`src/rtl/mem_pkg.sv`:
```
// Shared encodings for the MEM-stage data memory controller.
package mem_pkg;

    typedef enum logic [1:0] {
        IDLE = 2'b00,
        XFER = 2'b01,
        DONE = 2'b10
    } state_e;

    localparam logic SIZE_WORD = 1'b0;
    localparam logic SIZE_BYTE = 1'b1;
    localparam logic DIR_LOAD  = 1'b1;

endpackage

```
`src/rtl/ram256x8.sv`:
```
// Single-port byte array: synchronous write, combinational read.
module ram256x8 #(
    parameter int unsigned ADDR_WIDTH = 8,
    parameter int unsigned DEPTH      = 256
) (
    input  logic                  clk_i,
    input  logic                  we_i,
    input  logic [ADDR_WIDTH-1:0] addr_i,
    input  logic [7:0]            wdata_i,
    output logic [7:0]            rdata_o
);

    logic [7:0] mem [DEPTH];

    always_ff @(posedge clk_i) begin
        if (we_i) begin
            mem[addr_i] <= wdata_i;
        end
    end

    assign rdata_o = mem[addr_i];

endmodule

```
`src/rtl/data_mem_ctrl.sv`:
```
// MEM-stage data memory responder: serializes big-endian word accesses one byte per cycle
// over a byte array and stalls the pipeline until the access completes.
module data_mem_ctrl
    import mem_pkg::*;
#(
    parameter int unsigned ADDR_WIDTH = 8,
    parameter int unsigned DEPTH      = 256
) (
    input  logic                  Clk,
    input  logic                  Reset,
    input  logic                  MEM_load_store_instr,
    input  logic                  MEM_load_instr,
    input  logic                  MEM_size,
    input  logic [ADDR_WIDTH-1:0] Address,
    input  logic [31:0]           DataIn,
    output logic [31:0]           DataOut,
    output logic                  Busy,
    output logic                  Done
);

    state_e                  state_q, state_d;
    logic [1:0]              cnt_q, cnt_d;
    logic [ADDR_WIDTH-1:0]   addr_q, addr_d;
    logic [31:0]             wdata_q, wdata_d;
    logic                    load_q, load_d;
    logic                    size_q, size_d;
    logic [31:0]             asm_q, asm_d;
    logic [31:0]             dout_q, dout_d;
    logic                    done_q, done_d;

    logic [ADDR_WIDTH-1:0]   byte_addr;
    logic [7:0]              rd_byte;
    logic [7:0]              wr_byte;
    logic                    we;

    assign byte_addr = addr_q + ADDR_WIDTH'(cnt_q);
    assign we        = (state_q == XFER) && (load_q != DIR_LOAD);

    // Big-endian: byte 0 of the word is DataIn[31:24].
    always_comb begin
        wr_byte = wdata_q[7:0];
        if (size_q == SIZE_WORD) begin
            unique case (cnt_q)
                2'd0:    wr_byte = wdata_q[31:24];
                2'd1:    wr_byte = wdata_q[23:16];
                2'd2:    wr_byte = wdata_q[15:8];
                default: wr_byte = wdata_q[7:0];
            endcase
        end
    end

    ram256x8 #(
        .ADDR_WIDTH (ADDR_WIDTH),
        .DEPTH      (DEPTH)
    ) u_ram (
        .clk_i   (Clk),
        .we_i    (we),
        .addr_i  (byte_addr),
        .wdata_i (wr_byte),
        .rdata_o (rd_byte)
    );

    always_comb begin
        state_d = state_q;
        cnt_d   = cnt_q;
        addr_d  = addr_q;
        wdata_d = wdata_q;
        load_d  = load_q;
        size_d  = size_q;
        asm_d   = asm_q;
        dout_d  = dout_q;
        done_d  = 1'b0;
        unique case (state_q)
            IDLE: begin
                if (MEM_load_store_instr) begin
                    addr_d  = Address;
                    if (MEM_size == SIZE_WORD) begin
                        addr_d[1:0] = 2'b00;
                    end
                    wdata_d = DataIn;
                    load_d  = MEM_load_instr;
                    size_d  = MEM_size;
                    cnt_d   = 2'd0;
                    state_d = XFER;
                end
            end
            XFER: begin
                asm_d = (size_q == SIZE_BYTE) ? {24'h0, rd_byte} : {asm_q[23:0], rd_byte};
                if ((size_q == SIZE_BYTE) || (cnt_q == 2'd3)) begin
                    state_d = DONE;
                    done_d  = 1'b1;
                    // Register the result on the last byte so it is valid throughout DONE.
                    if (load_q == DIR_LOAD) begin
                        dout_d = asm_d;
                    end
                end else begin
                    cnt_d = cnt_q + 2'd1;
                end
            end
            DONE:    state_d = IDLE;
            default: state_d = IDLE;
        endcase
    end

    always_ff @(posedge Clk or negedge Reset) begin
        if (!Reset) begin
            state_q <= IDLE;
            cnt_q   <= 2'd0;
            addr_q  <= '0;
            wdata_q <= 32'h0;
            load_q  <= 1'b0;
            size_q  <= SIZE_WORD;
            asm_q   <= 32'h0;
            dout_q  <= 32'h0;
            done_q  <= 1'b0;
        end else begin
            state_q <= state_d;
            cnt_q   <= cnt_d;
            addr_q  <= addr_d;
            wdata_q <= wdata_d;
            load_q  <= load_d;
            size_q  <= size_d;
            asm_q   <= asm_d;
            dout_q  <= dout_d;
            done_q  <= done_d;
        end
    end

    assign DataOut = dout_q;
    assign Done    = done_q;
    assign Busy    = (state_q == XFER) || ((state_q == IDLE) && MEM_load_store_instr);

endmodule

```
`config.mk`:
```
export PLATFORM = sky130hd
export DESIGN_NAME = data_mem_ctrl
export DESIGN_NICKNAME = d
export VERILOG_FILES = /design/src/rtl/mem_pkg.sv /design/src/rtl/ram256x8.sv /design/src/rtl/data_mem_ctrl.sv
export SDC_FILE = /design/constraint.sdc
export NUM_CORES = 2
export LEC_CHECK = 0
export CAP_MARGIN = 20
export CORE_UTILIZATION = 59
export CTS_BUF_LIST = sky130_fd_sc_hd__clkbuf_8
export DETAILED_ROUTE_END_ITERATION = 16
export PLACE_DENSITY = 0.8
export REMOVE_ABC_BUFFERS = 1
export SYNTH_ARGS = -nofsm -noshare
export SYNTH_HDL_FRONTEND = slang
export SYNTH_HIERARCHICAL = 1
export SYNTH_SLANG_ARGS = --single-unit
```
`constraint.sdc`:
```
create_clock -name Clk -period 8.8 [get_ports Clk]
set_input_delay 1.32 -clock Clk [delete_from_list [all_inputs] [get_ports Clk]]
set_output_delay 1.32 -clock Clk [all_outputs]
set_load 0.01 [all_outputs]
```
Word level (Yosys, flattened, before mapping)
Memories as Yosys holds them, arrays and structs flattened.
Cells that the tools add are included.
- ROM bits: 0
- bits in latches: 0
- output and inout bits: 34
- bits of input ports: 45
- flip-flop bits (word level): 103
- memories: 1
- memory bits (writable): 2048
- memory list (memory ; words ; bits a word ; read ports ; clocked after Yosys merged registers in ; wr ports ; RTL line ; source):
    u_ram.mem ; 256 ; 8 ; 1 ; 0 ; 1 ; ram256x8.sv:13 ; logic [7:0] mem [DEPTH];
- equality and inequality tests: 7
- divide/modulo/power cells: 0
- multipliers: 0
- shift operators: 0
- add/sub/neg operators: 2
- bitwise gates (word level): 1
- mux-type cells: 14
- $lt $le $gt $ge: 0
- reductions and logical operators: 11
- operators by type and width (kind ; number):
    two-way mux 32 bit ; 1
    case mux 8 bit (3 select lines) ; 1
    two-way mux 2 bit ; 5
    adder 8 x 2 -> 8 bit ; 1
    two-way mux 8 bit ; 1
    case mux 2 bit (2 select lines) ; 2
    AND reduction 3 bit ; 2
    equality test 2 x 1 -> 1 bit, second input constant ; 2
    equality test 2 bit, second input constant ; 2
    zero test 2 bit ; 2
    two-way mux 1 bit ; 4
    inequality test 2 bit, second input constant ; 2
    AND reduction 2 bit ; 2
    adder 2 x 1 -> 2 bit, second input constant ; 1
    logical AND 1 bit ; 2
    logical OR 1 bit ; 2
    inequality test 2 x 1 -> 1 bit, second input constant ; 1
    nonzero test 2 bit ; 1
    inverter 1 bit ; 1

Depth between registers and ports, before layout
- word-level depth: 4
- mapped depth: 15
- mapped depth without buffers: 12

Modules after synthesis
Netlist, hierarchy kept.
- by module, submodules not included (module ; area an instance (sq um) ; instances ; cells an instance):
    ram256x8 ; 78332.6 ; 1 ; 3539
    data_mem_ctrl ; 4463.0 ; 1 ; 358

Worst setup path before layout
OpenSTA, ideal clock, no wires.
- kind: register to register
- from: reg cnt_q[0]
- to: mem u_ram.mem[0][0] (data pin)
- setup time: 1.579 ns
- required time: 7.221 ns
- period minus slack after synthesis: 9.548 ns
- data arrival time: 7.969 ns
- slack: -0.748 ns
- cell stages (with the launch flop): 6
- cell sequence: dfrtp_1 > ha_1 > nor2_1 > buf_1 > nor2_1 > a21oi_1
- cells in the longest elaborated chain, start to end: 3
- elaborated cells between the ends (all ways): 5
- those cells by class: 2 x eq/ne; 2 x mux; 1 x reduce/logical
- RTL lines (what ; RTL line ; source):
    from (decl) ; data_mem_ctrl.sv:22 ; logic [1:0] cnt_q, cnt_d;
    from (signal assigned) ; data_mem_ctrl.sv:118 ; cnt_q <= cnt_d;
    equality test 2 bit, or another cell as far along ; data_mem_ctrl.sv:43 ; unique case (cnt_q)
    case mux 8 bit (3 select lines) (*) ; data_mem_ctrl.sv:43 ;
    two-way mux 8 bit (*) ; data_mem_ctrl.sv:42 ; if (size_q == SIZE_WORD) begin
    via wr_byte[0] ; data_mem_ctrl.sv:33 ; logic [7:0] wr_byte;
    to (decl) ; ram256x8.sv:13 ;
Mark *: on every way through the listed nets, which the timed path passes. The rest lies on a longest branch.

Final worst setup path
- from: reg cnt_q[0]
- to: reg dout_q[7], in the netlist DataOut[7]
- cells in the longest elaborated chain, start to end: 3
- elaborated cells between the ends (all ways): 6
- those cells by class: 1 x add/sub; 1 x eq/ne; 1 x mux; 2 x reduce/logical; 1 x memory
- RTL lines (what ; RTL line ; source):
    adder 8 x 2 -> 8 bit ; data_mem_ctrl.sv:36 ; assign byte_addr = addr_q + ADDR_WIDTH'(cnt_q);
    via byte_addr[1] ; data_mem_ctrl.sv:31 ; logic [ADDR_WIDTH-1:0] byte_addr;
    memory read (256 x 8 bit) ; -- ;
    via rd_byte[7] ; data_mem_ctrl.sv:32 ; logic [7:0] rd_byte;
    two-way mux 32 bit ; data_mem_ctrl.sv:88 ; asm_d = (size_q == SIZE_BYTE) ? {24'h0, rd_byte} : {asm_q[23:0], rd_byte};
    to (signal assigned) ; data_mem_ctrl.sv:124 ; dout_q <= dout_d;
    to (decl) ; data_mem_ctrl.sv:28 ; logic [31:0] dout_q, dout_d;
The timed path passes the listed nets, and every way through them passes these cells.
A chain may end at the register's enable or synchronous reset.

==> flow_results.xml <==
<?xml version="1.0" encoding="UTF-8"?>
<metrics>
  <group name="timing">
    <metric name="timing.final.crit_share" unit="%">64.1</metric>
    <metric name="grt_setup_unrepaired" unit="">no</metric>
    <metric name="clock-skew-final" unit="ps">69.8</metric>
    <metric name="max-slew-margin-rel" unit="%">15.6</metric>
    <metric name="timing.setup.tns" unit="ps">0</metric>
    <metric name="finalHoldViolCount" unit="">0</metric>
    <metric name="worst_slew_pin_slew" unit="ps">1270</metric>
    <metric name="min_period" unit="ps">5640</metric>
    <metric name="fmax" unit="GHz">0.177</metric>
    <metric name="report.final.slew_viol_count" unit="">0</metric>
    <metric name="timing.final.setup_violations" unit="">0</metric>
  </group>
  <group name="floorplanning">
    <metric name="die_w" unit="um">377</metric>
    <metric name="rows" unit="">137</metric>
    <metric name="initial_core_util" unit="%">59.4</metric>
    <metric name="die_h" unit="um">377</metric>
    <metric name="io_pins" unit="">79</metric>
    <metric name="fp.coreArea" unit="um^2">139000</metric>
    <metric name="dieArea" unit="um^2">142000</metric>
  </group>
  <group name="synth">
    <metric name="synth_seq_cells" unit="">2151</metric>
    <metric name="number_of_enable_flip_flop_cells_after_synthesis" unit="">2048</metric>
    <metric name="synth.yosys.warnings" unit="">6</metric>
    <metric name="netlist_top_cells_area" unit="">edfxtp_1, mux4_2, dfrtp_1</metric>
    <metric name="ys_async_sr_fraction" unit="%">4.79</metric>
    <metric name="synth_top_area_share" unit="%">74.3</metric>
    <metric name="synthDominantAreaCellType" unit="">edfxtp_1</metric>
    <metric name="synthFlopType" unit="">edfxtp_1</metric>
    <metric name="synthesis.area_per_instance" unit="um^2">21.2</metric>
    <metric name="summed_instance_area_of_the_synthesized_netlist" unit="um^2">82800</metric>
    <metric name="yosysSeqAreaShare" unit="%">77.4</metric>
    <metric name="post_synth_num_cell_types" unit="">35</metric>
    <metric name="postSynthCellCount" unit="">3897</metric>
  </group>
  <group name="power_and_ir_drop">
    <metric name="switching_power" unit="mW">13.1</metric>
    <metric name="vdd.ir_drop.worst" unit="mV">0.631</metric>
    <metric name="power.sequential.fraction" unit="%">39.7</metric>
    <metric name="p_leak" unit="nW">28.8</metric>
    <metric name="power.combinational.fraction" unit="%">39.2</metric>
    <metric name="p_per_area" unit="nW/um^2">398</metric>
    <metric name="sw_frac_of_total" unit="%">35.8</metric>
    <metric name="p_int" unit="mW">23.5</metric>
    <metric name="clock_power_share" unit="%">21.0</metric>
  </group>
  <group name="detailed_routing">
    <metric name="ant_nets" unit="">0</metric>
    <metric name="via_per_inst" unit="">6.65</metric>
    <metric name="drc_errors" unit="">0</metric>
    <metric name="drt_pre_antenna_iters" unit="">6</metric>
    <metric name="drt-initial-drc-count" unit="">5902</metric>
    <metric name="vias" unit="">41800</metric>
    <metric name="detail_route.wl_per_cell" unit="um">30.2</metric>
    <metric name="drt_wl_total" unit="um">190000</metric>
  </group>
  <group name="global_route">
    <metric name="grt_start_max_net_pins" unit="">257</metric>
    <metric name="first_global_vias" unit="">42000</metric>
    <metric name="all_layer_gr_usage" unit="%">27.2</metric>
    <metric name="total_global_routing_overflow" unit="">0</metric>
    <metric name="antenna_violations_before_repair" unit="">5</metric>
    <metric name="wire_length_of_the_first_global_routing_pass" unit="um">278000</metric>
  </group>
  <group name="clock_network">
    <metric name="cts.repair_timing.setup_buffer_count" unit="">0</metric>
    <metric name="clock_sink_total" unit="">2151</metric>
    <metric name="worst_setup_hold_path_clk_slew" unit="ps">60</metric>
    <metric name="post_cts_resized" unit="">0</metric>
    <metric name="htree_levels" unit="">5</metric>
    <metric name="cts.root.buffer_cell" unit="">clkbuf_8</metric>
    <metric name="tritoncts.num_buffers" unit="">339</metric>
    <metric name="insertion_delay" unit="ps">1030</metric>
    <metric name="cts_hold_buffers" unit="">0</metric>
    <metric name="clk_path_buf_depth" unit="">4</metric>
    <metric name="cts_tree" unit="">built</metric>
  </group>
  <group name="cells_and_area">
    <metric name="layout-drive-gt1-share" unit="%">25.2</metric>
    <metric name="layout_common_cells" unit="">edfxtp_1, mux4_2, clkbuf_8</metric>
    <metric name="layout_commonest_cell" unit="">edfxtp_1</metric>
    <metric name="finish.utilization" unit="%">65.9</metric>
    <metric name="synthToLayoutAreaGrowth" unit="%">11.0</metric>
    <metric name="final_design_area_no_fill" unit="um^2">91900</metric>
    <metric name="layout.nets" unit="">4212</metric>
  </group>
  <group name="worst_setup_path">
    <metric name="critical_path_peak_fanout" unit="">109</metric>
    <metric name="worstSetupEndpointType" unit="">register</metric>
    <metric name="crit_arrival" unit="ps">6530</metric>
    <metric name="setup.worst_path.class" unit="">reg -&gt; reg</metric>
    <metric name="worst_ep_required_time" unit="ps">9690</metric>
    <metric name="startpoint_type" unit="">register</metric>
    <metric name="reg2reg_setup_slack" unit="ps">3160</metric>
  </group>
  <group name="place">
    <metric name="port-buffer-count" unit="">78</metric>
    <metric name="weighted_congestion_at_the_end_of_routability_driven_global_placement" unit="">0.826</metric>
    <metric name="placed_area" unit="um^2">85800</metric>
    <metric name="dp.final_hpwl" unit="um">107000</metric>
  </group>
  <group name="flow_run">
    <metric name="cap_violations" unit="">0</metric>
  </group>
  <group name="status">
    <metric name="status" unit="">finished, final reports clean</metric>
  </group>
  <group name="hold_path">
    <metric name="hold_path.class" unit="">in -&gt; async</metric>
  </group>
</metrics>
Yosys cell counts, types with 22 or more instances:
cell type     n
buf_4        22
nor3_1       30
buf_2        38
a22oi_1     256
mux4_2      512
nor2_1      246
o41ai_1      32
a21oi_1     136
mux2_2       44
dfrtp_1     103
clkbuf_1    151
buf_1        24
nand2_1      69
edfxtp_1   2048
power by group through the flow:
stage               Sequential (mW)  Clock [mW]  Combinational (mW)
floorplan                      15.3           0                7.58
global placement               14.7           0                13.9
detailed placement             14.7           0                14.3
CTS                            14.5        7.81                14.3
global route                   14.6        8.24                15.0
finish                         14.5        7.69                14.3
worst paths after layout:
| check | start | end | cells past startpoint |
|---|---|---|---|
| worst min-delay path | Reset | DataOut[28]$_DFFE_PN0P_ | 1 |
| worst max-delay path | cnt_q[0]$_DFFE_PN0P_ | DataOut[7]$_DFFE_PN0P_ | 11 |
| worst min register to register | asm_q[21]$_DFFE_PN0P_ | asm_q[21]$_DFFE_PN0P_ | 2 |
| min in group Clk | asm_q[21]$_DFFE_PN0P_ | asm_q[21]$_DFFE_PN0P_ | 2 |
| worst max register to register | cnt_q[0]$_DFFE_PN0P_ | DataOut[7]$_DFFE_PN0P_ | 11 |
| max in group asynchronous | Reset | addr_q[6]$_DFFE_PN0P_ | 2 |
worst max-delay path, cell delays in order, from the launching register on:
cell	delay, ps
dfrtp_1	450
ha_4	170
inv_1	40
fa_1	520
inv_8	610
buf_4	820
mux4_2	450
a22oi_1	340
a21oi_1	170
o41ai_1	1070
nand4_1	300
mux2_4	370
per-stage QoR:
stage	hold WS (ps)	total power, mW	std cells	worst slack, ps
2_1_floorplan	442	22.9	3644	-16090
3_3_place_gp	454	28.6	5691	3170
3_5_place_dp	464	29.0	5695	3290
4_1_cts	293	36.6	6281	3170
5_1_grt	348	37.8	6283	2980
6_report	351	36.6	6284	3160
final cells by class:
type / instances / area, um^2
Antenna cell: 3 / 7.51
Sequential cell: 2151 / 64100
Clock buffer: 355 / 4890
Timing Repair Buffer: 175 / 1640
Tap cell: 1876 / 2350
Inverter: 21 / 86.3
Multi-Input combinational cell: 1472 / 17700
Fill cell: 8311 / 47500
Clock inverter: 231 / 1200
kinds of logic (layout without fill, tap and decap cells):
kind of cell	count (synthesis)	in the layout	synth area share (%)
muxes	586	586	15.0
other	0	3	0
AOI/OAI and AO/OA	452	452	3.71
xor gates and xnor gates	6	6	0.0635
adders and majority gates	7	7	0.115
DFF	2151	2151	77.4
buffers and inverters	274	782	1.56
and+or+nand+nor	421	421	2.18
per-layer routing:
metal  part of all wire, %  vias to the layer above  track usage, %  routed length [um]
li1                      -                    16800               -                   -
met1                    36                    21600            37.9               68700
met2                    47                     2972            41.1               89900
met3                    12                      438            7.28               23700
met4                   4.0                        4            11.3                7660
met5                 0.014                        -               0                  26
sequential cells by signal, indices dropped and copies added, names as in the netlist:
register,cells
u_ram/mem,2048
DataOut,32
wdata_q,32
asm_q,24
addr_q,8
cnt_q,2
state_q,2
Done,1
load_q,1
size_q,1
(Power assumes the default switching activity.)
